===== src/rtl/decode_fetch_queue_pkg.sv =====
// Shared definitions for the decode fetch queue: MIPS branch-group
// opcode/funct/rt codes, the per-entry tag layout and the entry width helper.
package decode_fetch_queue_pkg;

  // Primary opcodes (instr[31:26]) that belong to the branch group
  localparam logic [5:0] OP_SPECIAL = 6'h00;
  localparam logic [5:0] OP_REGIMM  = 6'h01;
  localparam logic [5:0] OP_J       = 6'h02;
  localparam logic [5:0] OP_JAL     = 6'h03;
  localparam logic [5:0] OP_BEQ     = 6'h04;
  localparam logic [5:0] OP_BNE     = 6'h05;
  localparam logic [5:0] OP_BLEZ    = 6'h06;
  localparam logic [5:0] OP_BGTZ    = 6'h07;

  // SPECIAL funct codes (instr[5:0]) for register jumps
  localparam logic [5:0] FN_JR      = 6'h08;
  localparam logic [5:0] FN_JALR    = 6'h09;

  // REGIMM rt codes (instr[20:16]) for the conditional branches
  localparam logic [4:0] RT_BLTZ    = 5'h00;
  localparam logic [4:0] RT_BGEZ    = 5'h01;
  localparam logic [4:0] RT_BLTZAL  = 5'h10;
  localparam logic [4:0] RT_BGEZAL  = 5'h11;

  // Sideband bits stored above {instr, pc} in every queue entry
  typedef struct packed {
    logic is_branch;
    logic inst_invalid;
    logic inst_illegal;
    logic inst_miss;
  } fq_tag_t;

  // Entry width: PC + instruction + the four tag bits
  function automatic int fq_entry_w(input int pc_w, input int instr_w);
    return pc_w + instr_w + $bits(fq_tag_t);
  endfunction

endpackage


===== src/rtl/decode_fetch_queue_instr_predecode.sv =====
// Combinational branch predecoder: flags any instruction that has a delay
// slot (conditional branches, j/jal, jr/jalr). Shared with fetch prediction.
module instr_predecode
  import decode_fetch_queue_pkg::*;
(
  input  logic [31:0] instr,
  output logic        is_branch
);

  logic [5:0] op;
  logic [4:0] rt;
  logic [5:0] funct;
  logic       unused_fields;

  assign op            = instr[31:26];
  assign rt            = instr[20:16];
  assign funct         = instr[5:0];
  assign unused_fields = ^{instr[25:21], instr[15:6]};

  // Classify the instruction by opcode, then by rt/funct for the sub-groups
  always_comb begin
    // NOTE: default first so every path assigns is_branch and no latch is inferred.
    is_branch = 1'b0;
    case (op)
      OP_J, OP_JAL, OP_BEQ, OP_BNE, OP_BLEZ, OP_BGTZ:
        is_branch = 1'b1;
      OP_REGIMM:
        is_branch = (rt == RT_BLTZ) || (rt == RT_BGEZ) ||
                    (rt == RT_BLTZAL) || (rt == RT_BGEZAL);
      OP_SPECIAL:
        is_branch = (funct == FN_JR) || (funct == FN_JALR);
      default:
        is_branch = 1'b0;
    endcase
  end

endmodule


===== src/rtl/decode_fetch_queue.sv =====
// Instruction queue between fetch and decode. Circular buffer with a separate
// occupancy counter, delay-slot tagging of the head, and two flush modes:
// exception flush (drop all) and branch redirect (keep only the delay slot).
module decode_fetch_queue
  import decode_fetch_queue_pkg::*;
#(
  parameter int DEPTH   = 4,
  parameter int PC_W    = 32,
  parameter int INSTR_W = 32,
  parameter int CNT_W   = $clog2(DEPTH + 1)
) (
  input  logic               Clk,
  input  logic               Clr,
  input  logic               f_valid,
  output logic               f_ready,
  input  logic [PC_W-1:0]    f_pc,
  input  logic [INSTR_W-1:0] f_instr,
  input  logic               f_inst_miss,
  input  logic               f_inst_illegal,
  input  logic               f_inst_invalid,
  output logic               d_valid,
  input  logic               d_accept,
  output logic [PC_W-1:0]    d_pc,
  output logic [INSTR_W-1:0] d_instr,
  output logic               d_inst_miss,
  output logic               d_inst_illegal,
  output logic               d_inst_invalid,
  output logic               d_in_delayslot,
  input  logic               exp_flush,
  input  logic               redirect_flush,
  output logic [CNT_W-1:0]   q_count
);

  localparam int PTR_W   = $clog2(DEPTH);
  localparam int ENTRY_W = fq_entry_w(PC_W, INSTR_W);

  logic [ENTRY_W-1:0] mem [DEPTH];
  logic [PTR_W-1:0]   rd_ptr;
  logic [PTR_W-1:0]   wr_ptr;
  logic [CNT_W-1:0]   count;
  logic               last_br;
  logic               ds_pending;

  logic               full;
  logic               empty;
  logic               redirect_drop;
  logic               push;
  logic               pop;
  logic               f_is_branch;
  fq_tag_t            f_tag;
  logic [ENTRY_W-1:0] head;
  fq_tag_t            head_tag;

  instr_predecode u_predecode (
    .instr     (f_instr[31:0]),
    .is_branch (f_is_branch)
  );

  assign full          = (count == CNT_W'(DEPTH));
  assign empty         = (count == '0);
  assign f_ready       = !full;
  assign d_valid       = !empty;
  assign redirect_drop = redirect_flush & d_valid;
  assign push          = f_valid & f_ready & !exp_flush & !redirect_drop;
  assign pop           = d_accept & d_valid;

  assign f_tag = '{is_branch:    f_is_branch,
                   inst_invalid: f_inst_invalid,
                   inst_illegal: f_inst_illegal,
                   inst_miss:    f_inst_miss};

  assign head     = mem[rd_ptr];
  assign head_tag = fq_tag_t'(head[ENTRY_W-1 -: $bits(fq_tag_t)]);

  assign d_pc           = d_valid ? head[PC_W-1:0]         : '0;
  assign d_instr        = d_valid ? head[PC_W +: INSTR_W]  : '0;
  assign d_inst_miss    = d_valid & head_tag.inst_miss;
  assign d_inst_illegal = d_valid & head_tag.inst_illegal;
  assign d_inst_invalid = d_valid & head_tag.inst_invalid;
  assign d_in_delayslot = d_valid & last_br;
  assign q_count        = count;

  // Entry storage: written on accepted pushes only
  always_ff @(posedge Clk) begin
    // NOTE: storage has no reset; pointers/count alone define which entries are live.
    if (push) mem[wr_ptr] <= {f_tag, f_instr, f_pc};
  end

  // Pointer, occupancy and delay-slot state; Clr > exp_flush > redirect > push/pop
  always_ff @(posedge Clk) begin
    // NOTE: non-blocking assignments so every branch sees pre-edge state.
    if (Clr) begin
      rd_ptr     <= '0;
      wr_ptr     <= '0;
      count      <= '0;
      last_br    <= 1'b0;
      ds_pending <= 1'b0;
    end else if (exp_flush) begin
      rd_ptr     <= wr_ptr;
      count      <= '0;
      last_br    <= 1'b0;
      ds_pending <= 1'b0;
    end else if (redirect_drop) begin
      // Head is the delay-slot candidate: keep it (or pop it) and drop the rest
      wr_ptr <= rd_ptr + PTR_W'(1);
      if (pop) begin
        rd_ptr  <= rd_ptr + PTR_W'(1);
        count   <= '0;
        last_br <= head_tag.is_branch;
      end else begin
        count   <= CNT_W'(1);
      end
    end else begin
      if (push) wr_ptr <= wr_ptr + PTR_W'(1);
      if (pop) begin
        rd_ptr  <= rd_ptr + PTR_W'(1);
        last_br <= head_tag.is_branch;
      end
      if (push && !pop)      count <= count + CNT_W'(1);
      else if (pop && !push) count <= count - CNT_W'(1);
      // Empty-queue redirect: the delay slot has not arrived yet
      if (push)                ds_pending <= 1'b0;
      else if (redirect_flush) ds_pending <= 1'b1;
    end
  end

endmodule

===== config.mk =====
export PLATFORM = sky130hd
export DESIGN_NAME = decode_fetch_queue
export DESIGN_NICKNAME = d
export VERILOG_FILES = /design/src/rtl/decode_fetch_queue_pkg.sv /design/src/rtl/decode_fetch_queue_instr_predecode.sv /design/src/rtl/decode_fetch_queue.sv
export SDC_FILE = /design/constraint.sdc
export NUM_CORES = 1
export LEC_CHECK = 0
export BUFFER_PORTS_ARGS = -buffer_cell sky130_fd_sc_hd__buf_2
export CORE_AREA = 2 2 144 146
export DETAILED_ROUTE_END_ITERATION = 12
export DIE_AREA = 0 0 146 148
export PLACE_DENSITY = 0.78
export SLEW_MARGIN = 20
export SYNTH_ARGS = -nofsm -noshare
export SYNTH_HDL_FRONTEND = slang
export SYNTH_SLANG_ARGS = --single-unit

===== constraint.sdc =====
create_clock -name Clk -period 4 [get_ports Clk]
set_input_delay 0.4 -clock Clk [delete_from_list [all_inputs] [get_ports Clk]]
set_output_delay 0.4 -clock Clk [all_outputs]
set_load 0.1 [all_outputs]

==> results of run 1 <==
-- cell families after synthesis --
group	after synthesis	share of synthesized area, %
AOI/OAI and AO/OA	21	1.82
adders and majority gates	5	0.632
buffers and inverters	36	1.90
DFF	282	75.5
xor gates and xnor gates	3	0.237
and+or+nand+nor	98	5.69
muxes	73	14.3
-- cell type report --
class                   instances  area, um2
diodes                          5       12.5
clock buffers                  33        698
clock inverters                15        198
fillers                      1367       7130
inverters                       6       22.5
multi-input cells             200       2520
flip-flops and latches        282       8380
well taps                     270        338
repair buffers                148        748
-- cell usage after synthesis (2+ instances only) --
cell type  instances  area (um2)
nor2_1             6        22.5
nor4_1             2        12.5
xnor2_1            2        17.5
nor4b_1            2        17.5
mux2i_1            4        40.0
edfxtp_1         272        8170
nand2_1            2        7.51
ha_1               4        50.1
and2_1            72         450
dfxtp_1           10         200
nor3_1             3        15.0
o21ai_0            3        15.0
clkbuf_1          12        45.0
inv_1              6        22.5
a211oi_1           4        30.0
a21oi_1            2        10.0
buf_2              9        45.0
buf_6              8        90.1
mux4_2            68        1530
nand2b_1           3        18.8
-- per-stage QoR --
step                setup slack (ps)  util [%]  hold slack (ps)  total power [mW]  instances
finish                           872      64.4             88.2              6.81        959
CTS                              769      64.4             72.7              6.85        954
floorplan                        223         -              469              4.12        518
global route                     682      64.4             80.6              6.99        956
detailed placement              1150      59.9              562              4.30        906
global placement                1300      59.9              524              4.28        906
-- layer usage --
| layer | vias to the layer above | GRT usage, % |
|---|---|---|
| li1 | 2405 | - |
| met1 | 2758 | 26.3 |
| met2 | 203 | 30.9 |
| met3 | 41 | 4.54 |
| met4 | 4 | 6.41 |
| met5 | - | 0 |
-- registers in the layout, summed over array words and instances (netlist names), named ones only --
signal and count:
wr_ptr 2, rd_ptr 2, mem 272, last_br 1, q_count 3
-- power groups by stage --
stage	Clock (mW)	Combinational [mW]	Sequential (mW)
3_5_place_dp	0	0.865	3.43
3_3_place_gp	0	0.854	3.43
2_1_floorplan	0	0.710	3.41
6_report	2.58	0.861	3.37
4_1_cts	2.61	0.870	3.37
5_1_grt	2.71	0.901	3.38
-- path summary, 6_finish.rpt --
path	startpoint	to	slack, ps	cells after the start
min reg2reg	wr_ptr[1]$_SDFFE_PP0P_	wr_ptr[1]$_SDFFE_PP0P_	560	2
min	f_pc[5]	mem[2][5]$_DFFE_PP_	90	1
max reg2reg	q_count[0]$_SDFFE_PP0P_	mem[0][12]$_DFFE_PP_	1230	3
max	flip-flop	d_instr[1]	870	4
-- worst max-delay path, stage by stage (launching register included) --
cell and delay [ps]:
dfxtp_4 750, buf_4 430, mux4_2 550, and2_1 180
buf_2 290
==> flow_summary.json, run 1 <==
{
  "ys.flop_type": "edfxtp_1",
  "async_flop_share_pct": 0,
  "placed_area_um2": 12000,
  "drc": 0,
  "syn-cell-area_um2": 11100,
  "rsz0062_at_grt": "no",
  "clkTransAtPathRegs_ps": 70,
  "ys_types": 44,
  "p_comb_share_pct": 12.6,
  "finalNetCount": 743,
  "wl_met3_um": 1520,
  "cts_max_path_buffers": 3,
  "syn_nets": 596,
  "fin_crit_ps": 3130,
  "cap_violations": 0,
  "grt_max_degree": 73,
  "post-cts-setup-buffers": 0,
  "start_kind": "flip-flop",
  "final_cell_mix": "272 x edfxtp_1, 145 x buf_2, 68 x mux4_2, 68 x and2_1, 27 x clkbuf_16",
  "first_pass_iters": 4,
  "p_sw_share_pct": 25.1,
  "finalMaxSlewViolations": 0,
  "p_sw_mw": 1.71,
  "drtIter0Drc": 327,
  "cts.sinks": 282,
  "status": "finished, final reports clean",
  "fin_setup_tns_ps": 0,
  "synth_edf_count": 272,
  "hold_violations": 0,
  "fin_skew_ps": 7.26,
  "grt_use_total_pct": 19.2,
  "pwr-share-seq_pct": 49.5,
  "ys_ff_latch": 282,
  "synth_area_per_cell_um2": 21.4,
  "finalWeightedCongestion": 0.775,
  "internal-power_mw": 5.10,
  "met2_length_um": 10100,
  "final_common_cell": "edfxtp_1",
  "antenna_found_initial": 7,
  "via_per_inst": 5.64,
  "overflow": 0,
  "cts-resized-gates": 0,
  "vias": 5411,
  "fmax_mhz": 320,
  "static-leakage-power_nw": 4.45,
  "path_class": "reg2out",
  "setup_viol_count_final": 0,
  "wl_per_cell_um": 21.6,
  "power_density_nw_per_um2": 527,
  "die_w_um": 146,
  "h-tree-depth": 1,
  "cts_root_buf": "clkbuf_16",
  "dp_hpwl_um": 11900,
  "port_buffers": 145,
  "post-route-period-util_pct": 78.2,
  "grt_pass1_wl_um": 31700,
  "p_clk_share_pct": 37.8,
  "holdBufCountCts": 0,
  "arrival_ps": 2730,
  "start_util_pct": 55.3,
  "postRouteWirelength_um": 20700,
  "numCtsBuffers": 27,
  "io_pins": 146,
  "drive_gt1_share_pct": 39.8,
  "fp-row-count": 52,
  "slew_headroom_pct": 31.4,
  "worstPathRequired_ps": 3600,
  "ys_warn_count": 0,
  "netlist_instances": 518,
  "stdcell_area_um2": 12900,
  "grt_pass1_vias": 5612,
  "peakVddDrop_v": 0.000346,
  "die_h_um": 148,
  "worst_pin_slew_ps": 1030,
  "crit_fanout": 32,
  "highest_layer": "met5",
  "clk_latency_ps": 520,
  "syn_to_final_growth_pct": 16.5,
  "ys_seq_area_share_pct": 75.5,
  "worstSetupEndpointType": "output port",
  "core_um2": 20000,
  "dieArea_um2": 21600,
  "cts_tree": "built",
  "drt-met1-wl_um": 8580,
  "hold_class": "in2reg",
  "drtAntennaViolNets": 0
}
Power figures use the tool's default switching activity.
==> run 2: changes to the inputs <==
- clock period: 4 -> 2.9 ns (I/O delays scaled with it)
==> flow_summary.json, run 2 (synthesis gave the netlist of run 1 again) <==
{
  "setup_viol_count_final": 0,
  "postLayoutCoreUtil_pct": 67.6,
  "via_per_inst": 5.67,
  "drc": 0,
  "rr_startpoint": "q_count[1]$_SDFFE_PP0P_",
  "met2_length_um": 11500,
  "final_cell_mix": "272 x edfxtp_1, 145 x buf_2, 68 x mux4_2, 59 x and2_1, 51 x dlygate4sd3_1",
  "holdPathStages": 1,
  "overflow": 0,
  "dieArea_um2": 21600,
  "hold_violations": 0,
  "status": "finished, final reports clean",
  "grt_pass1_wl_um": 34500,
  "fmax_mhz": 373,
  "drt-met1-wl_um": 9460,
  "dp_hpwl_um": 13400,
  "core_um2": 20000,
  "finalMaxSlewViolations": 0,
  "top_register": "mem",
  "static-leakage-power_nw": 4.72,
  "fin_skew_ps": 12.9,
  "reg2reg_depth": 4,
  "holdPathEnd": "mem[2][50]$_DFFE_PP_",
  "wl_met3_um": 1240,
  "crit_fanout": 25,
  "h-tree-depth": 1,
  "wl_per_cell_um": 22.4,
  "drive_gt1_share_pct": 39.0,
  "first_pass_iters": 5,
  "fp-row-count": 52,
  "drtAntennaViolNets": 0,
  "fin_crit_ps": 2680,
  "die_h_um": 148,
  "arrival_ps": 2390,
  "cts_tree": "built",
  "hold_class": "in2reg",
  "die_w_um": 146,
  "port_buffers": 145,
  "timing.rr.end": "mem[3][13]$_DFFE_PP_",
  "start_kind": "flip-flop",
  "numCtsBuffers": 27,
  "cts.sinks": 282,
  "power_density_nw_per_um2": 671,
  "grt_pass1_vias": 6095,
  "finalWeightedCongestion": 0.767,
  "min_from": "f_instr[18]",
  "syn_to_final_growth_pct": 22.2,
  "clk_latency_ps": 520,
  "cap_violations": 0,
  "drtIter0Drc": 493,
  "post-cts-setup-buffers": 0,
  "worst_pin_slew_ps": 811,
  "slew_headroom_pct": 45.4,
  "post-route-period-util_pct": 92.5,
  "worstSetupEndpointType": "output port",
  "fin_setup_tns_ps": 0,
  "start_util_pct": 55.3,
  "largest_reg_flops": 272,
  "rsz0062_at_grt": "no",
  "worstPathRequired_ps": 2610,
  "antenna_found_initial": 2,
  "timing.hold.ws_ps": 14.0,
  "grt_max_degree": 73,
  "final_common_cell": "edfxtp_1",
  "path_class": "reg2out",
  "vias": 5781,
  "cts_max_path_buffers": 3,
  "postRouteWirelength_um": 22800,
  "grt_use_total_pct": 20.9,
  "cts_root_buf": "clkbuf_16",
  "fill_cells": 1334,
  "clkTransAtPathRegs_ps": 60,
  "highest_layer": "met4",
  "io_pins": 146,
  "peakVddDrop_v": 0.000420,
  "finalNetCount": 808,
  "r2r_slack_ps": 500
}
[run 2: cell count changes in the layout (fill, tap and decap cells not counted), sizes merged]
cell and delta:
buf +13, bufinv -4, clkbuf +1, clkinv +2
diode -4, dlygate4sd3 +51, or3 +1
[run 2: power breakdown]
part           total [mW]  internal, mW  switching, mW
sequential           4.62          4.57         0.0489
clock                3.15          1.79           1.36
combinational        1.32         0.381          0.943
[run 2: repair_timing]
action / in CTS / in global routing
pin swaps: 1 / 1
resized for setup: 1 / 1
hold endpoints to repair: 204 / 0
setup endpoints to repair: 2 / 39
hold buffers: 51 / 0
gates cloned: 0 / 1
[run 2: worst max path at each step]
stage | endpoint | slack, ps
6_report | d_instr[2] | 220
5_1_grt | d_pc[22] | 110
4_1_cts | d_instr[26] | 40
3_5_place_dp | mem[3][56]$_DFFE_PP_ | 490
3_3_place_gp | mem[3][55]$_DFFE_PP_ | 560
2_1_floorplan | mem[0][0]$_DFFE_PP_ | -120
[run 2: cell type report]
cell class	count	area, um2	share of cell area, %
well taps	270	338	2.49
multi-input cells	201	2540	18.8
diodes	1	2.50	0.0185
clock inverters	13	83.8	0.619
clock buffers	34	702	5.18
flip-flops and latches	282	8380	61.8
inverters	6	22.5	0.166
repair buffers	212	1480	10.9
[run 2: layer usage]
layer | GRT usage (%) | up-vias
met5 | 0 | -
met4 | 6.84 | 0
met3 | 3.27 | 44
met2 | 34.6 | 219
met1 | 29.1 | 2994
li1 | - | 2524
[run 2: per-stage QoR]
stage	std cells	instance area [um2]	power (mW)	setup slack, ps
2_1_floorplan	518	11100	5.68	-120
3_3_place_gp	919	12200	5.94	562
3_5_place_dp	919	12200	5.96	493
4_1_cts	1017	13500	9.15	42.2
5_1_grt	1019	13600	9.37	107
6_report	1019	13600	9.09	217
[run 2: worst max-delay path, cell delays in order (launching register included)]
cell and delay [ps]:
dfxtp_4 360, buf_4 430, mux4_2 600, and2_1 180
buf_2 280
==> run 3: changes to the inputs <==
- PLACE_DENSITY: 0.78 -> default
- PLACE_DENSITY_LB_ADDON: default -> 0.1
==> flow_summary.json, run 3 (synthesis gave the netlist of run 1 again) <==
{
  "status": "finished, final reports clean",
  "drtIter0Drc": 460,
  "path_class": "reg2out",
  "largest_reg_flops": 272,
  "postLayoutCoreUtil_pct": 68.5,
  "start_kind": "flip-flop",
  "dieArea_um2": 21600,
  "crit_fanout": 11,
  "rsz0062_at_grt": "no",
  "path_cells": "buf_4 > mux4_2 > and2_1 > buf_2",
  "top_register": "mem",
  "slew_headroom_pct": 50.0,
  "postRouteWirelength_um": 21400,
  "cts_max_path_buffers": 3,
  "dp_hpwl_um": 12200,
  "die_h_um": 148,
  "path_buf_inv": 2,
  "cp_top_family": "buffers and inverters",
  "timing.hold.ws_ps": 24.7,
  "vias": 5675,
  "grt_max_degree": 38,
  "worstSetupEndpointType": "output port",
  "fmax_mhz": 377,
  "finalNetCount": 822,
  "setup_viol_count_final": 0,
  "clkTransAtPathRegs_ps": 60,
  "drtAntennaViolNets": 0,
  "final_cell_mix": "272 x edfxtp_1, 145 x buf_2, 68 x mux4_2, 64 x dlygate4sd3_1, 59 x and2_1",
  "placed_area_um2": 12200,
  "cts.sinks": 282,
  "finalMaxSlewViolations": 0,
  "post-route-period-util_pct": 91.5,
  "fin_crit_ps": 2650,
  "cap_violations": 0,
  "start_util_pct": 55.3,
  "cts_tree": "built",
  "static-leakage-power_nw": 4.82,
  "power_density_nw_per_um2": 682,
  "fin_skew_ps": 8.52,
  "stdcell_area_um2": 13700,
  "post-cts-setup-buffers": 0,
  "overflow": 0,
  "via_per_inst": 5.48,
  "cp_slowest_stage_delay_ps": 530,
  "die_w_um": 146,
  "fin_setup_tns_ps": 0,
  "final_common_cell": "edfxtp_1",
  "final_cells": 1035,
  "dpl.cell_count": 919,
  "hold_violations": 0,
  "grt_pass1_wl_um": 33400,
  "port_buffers": 145,
  "wl_per_cell_um": 20.6,
  "drive_gt1_share_pct": 39.2,
  "clk_latency_ps": 530,
  "finalWeightedCongestion": 0.810,
  "core_um2": 20000,
  "arrival_ps": 2360,
  "peakVddDrop_v": 0.000550,
  "grt_pass1_vias": 6014,
  "hold_class": "in2reg",
  "cts_root_buf": "clkbuf_16",
  "h-tree-depth": 1,
  "fill_cells": 1361,
  "fp-row-count": 52,
  "cpMaxStageDelayCell": "mux4_2",
  "antenna_found_initial": 0,
  "first_pass_iters": 5,
  "syn_to_final_growth_pct": 23.8,
  "worst_slack_ps": 248,
  "grt_use_total_pct": 20.0,
  "worstPathRequired_ps": 2610,
  "drc": 0,
  "dpl_worst_slack_ps": 417,
  "io_pins": 146,
  "worst_pin_slew_ps": 745,
  "diodes": 0,
  "power_mw": 9.36,
  "numCtsBuffers": 28
}
run 3: cell count changes in the layout (fill, tap and decap cells not counted), moves of 2 or more:
cell	before	now
buf_4	6	9
clkinv_2	4	8
clkbuf_16	27	29
dlygate4sd3_1	51	64
clkbuf_1	7	5
buf_12	10	7
run 3: timing repair:
item	in CTS	in global routing
gates cloned	1	0
hold buffers	64	0
pin swaps	1	0
endpoints found under the hold margin	253	0
gates resized for setup	0	2
endpoints found under the setup margin	27	19
run 3: worst register-to-register path, stage by stage (launching register included):
cell	delay, ps
dfxtp_2	420
o21a_1	270
nor3_1	590
and2_4	290
buf_4	430
run 3: final timing paths:
check                     startpoint                   end  slack, ps  cells past startpoint
max                        flip-flop              d_pc[19]        250                      4
min                       f_instr[1]  mem[0][33]$_DFFE_PP_         20                      1
max reg2reg  q_count[0]$_SDFFE_PP0P_  mem[1][62]$_DFFE_PP_        530                      4
min reg2reg     last_br$_SDFFE_PP0P_  last_br$_SDFFE_PP0P_        570                      2
run 3: report_power, final:
part           switching, mW  total, mW  internal, mW
Sequential            0.0502       4.62          4.57
Combinational          0.928       1.32         0.394
Clock                   1.42       3.41          2.00
run 3: layout make-up:
cell class / instances / area [um2] / share of cell area, %
Sequential cell: 282 / 8380 / 61.0
Timing Repair Buffer: 225 / 1570 / 11.5
Clock inverter: 17 / 131 / 0.957
Multi-Input combinational cell: 201 / 2540 / 18.5
Inverter: 6 / 22.5 / 0.164
Tap cell: 270 / 338 / 2.46
Clock buffer: 34 / 744 / 5.42
run 3: metal layers:
layer / GRT usage [%] / routed length [um] / part of all wire, %
met2: 34.1 / 10700 / 50
met5: 0 / 0 / 0
met3: 3.12 / 1110 / 5.2
met1: 28.0 / 9250 / 43
met4: 4.37 / 250 / 1.2
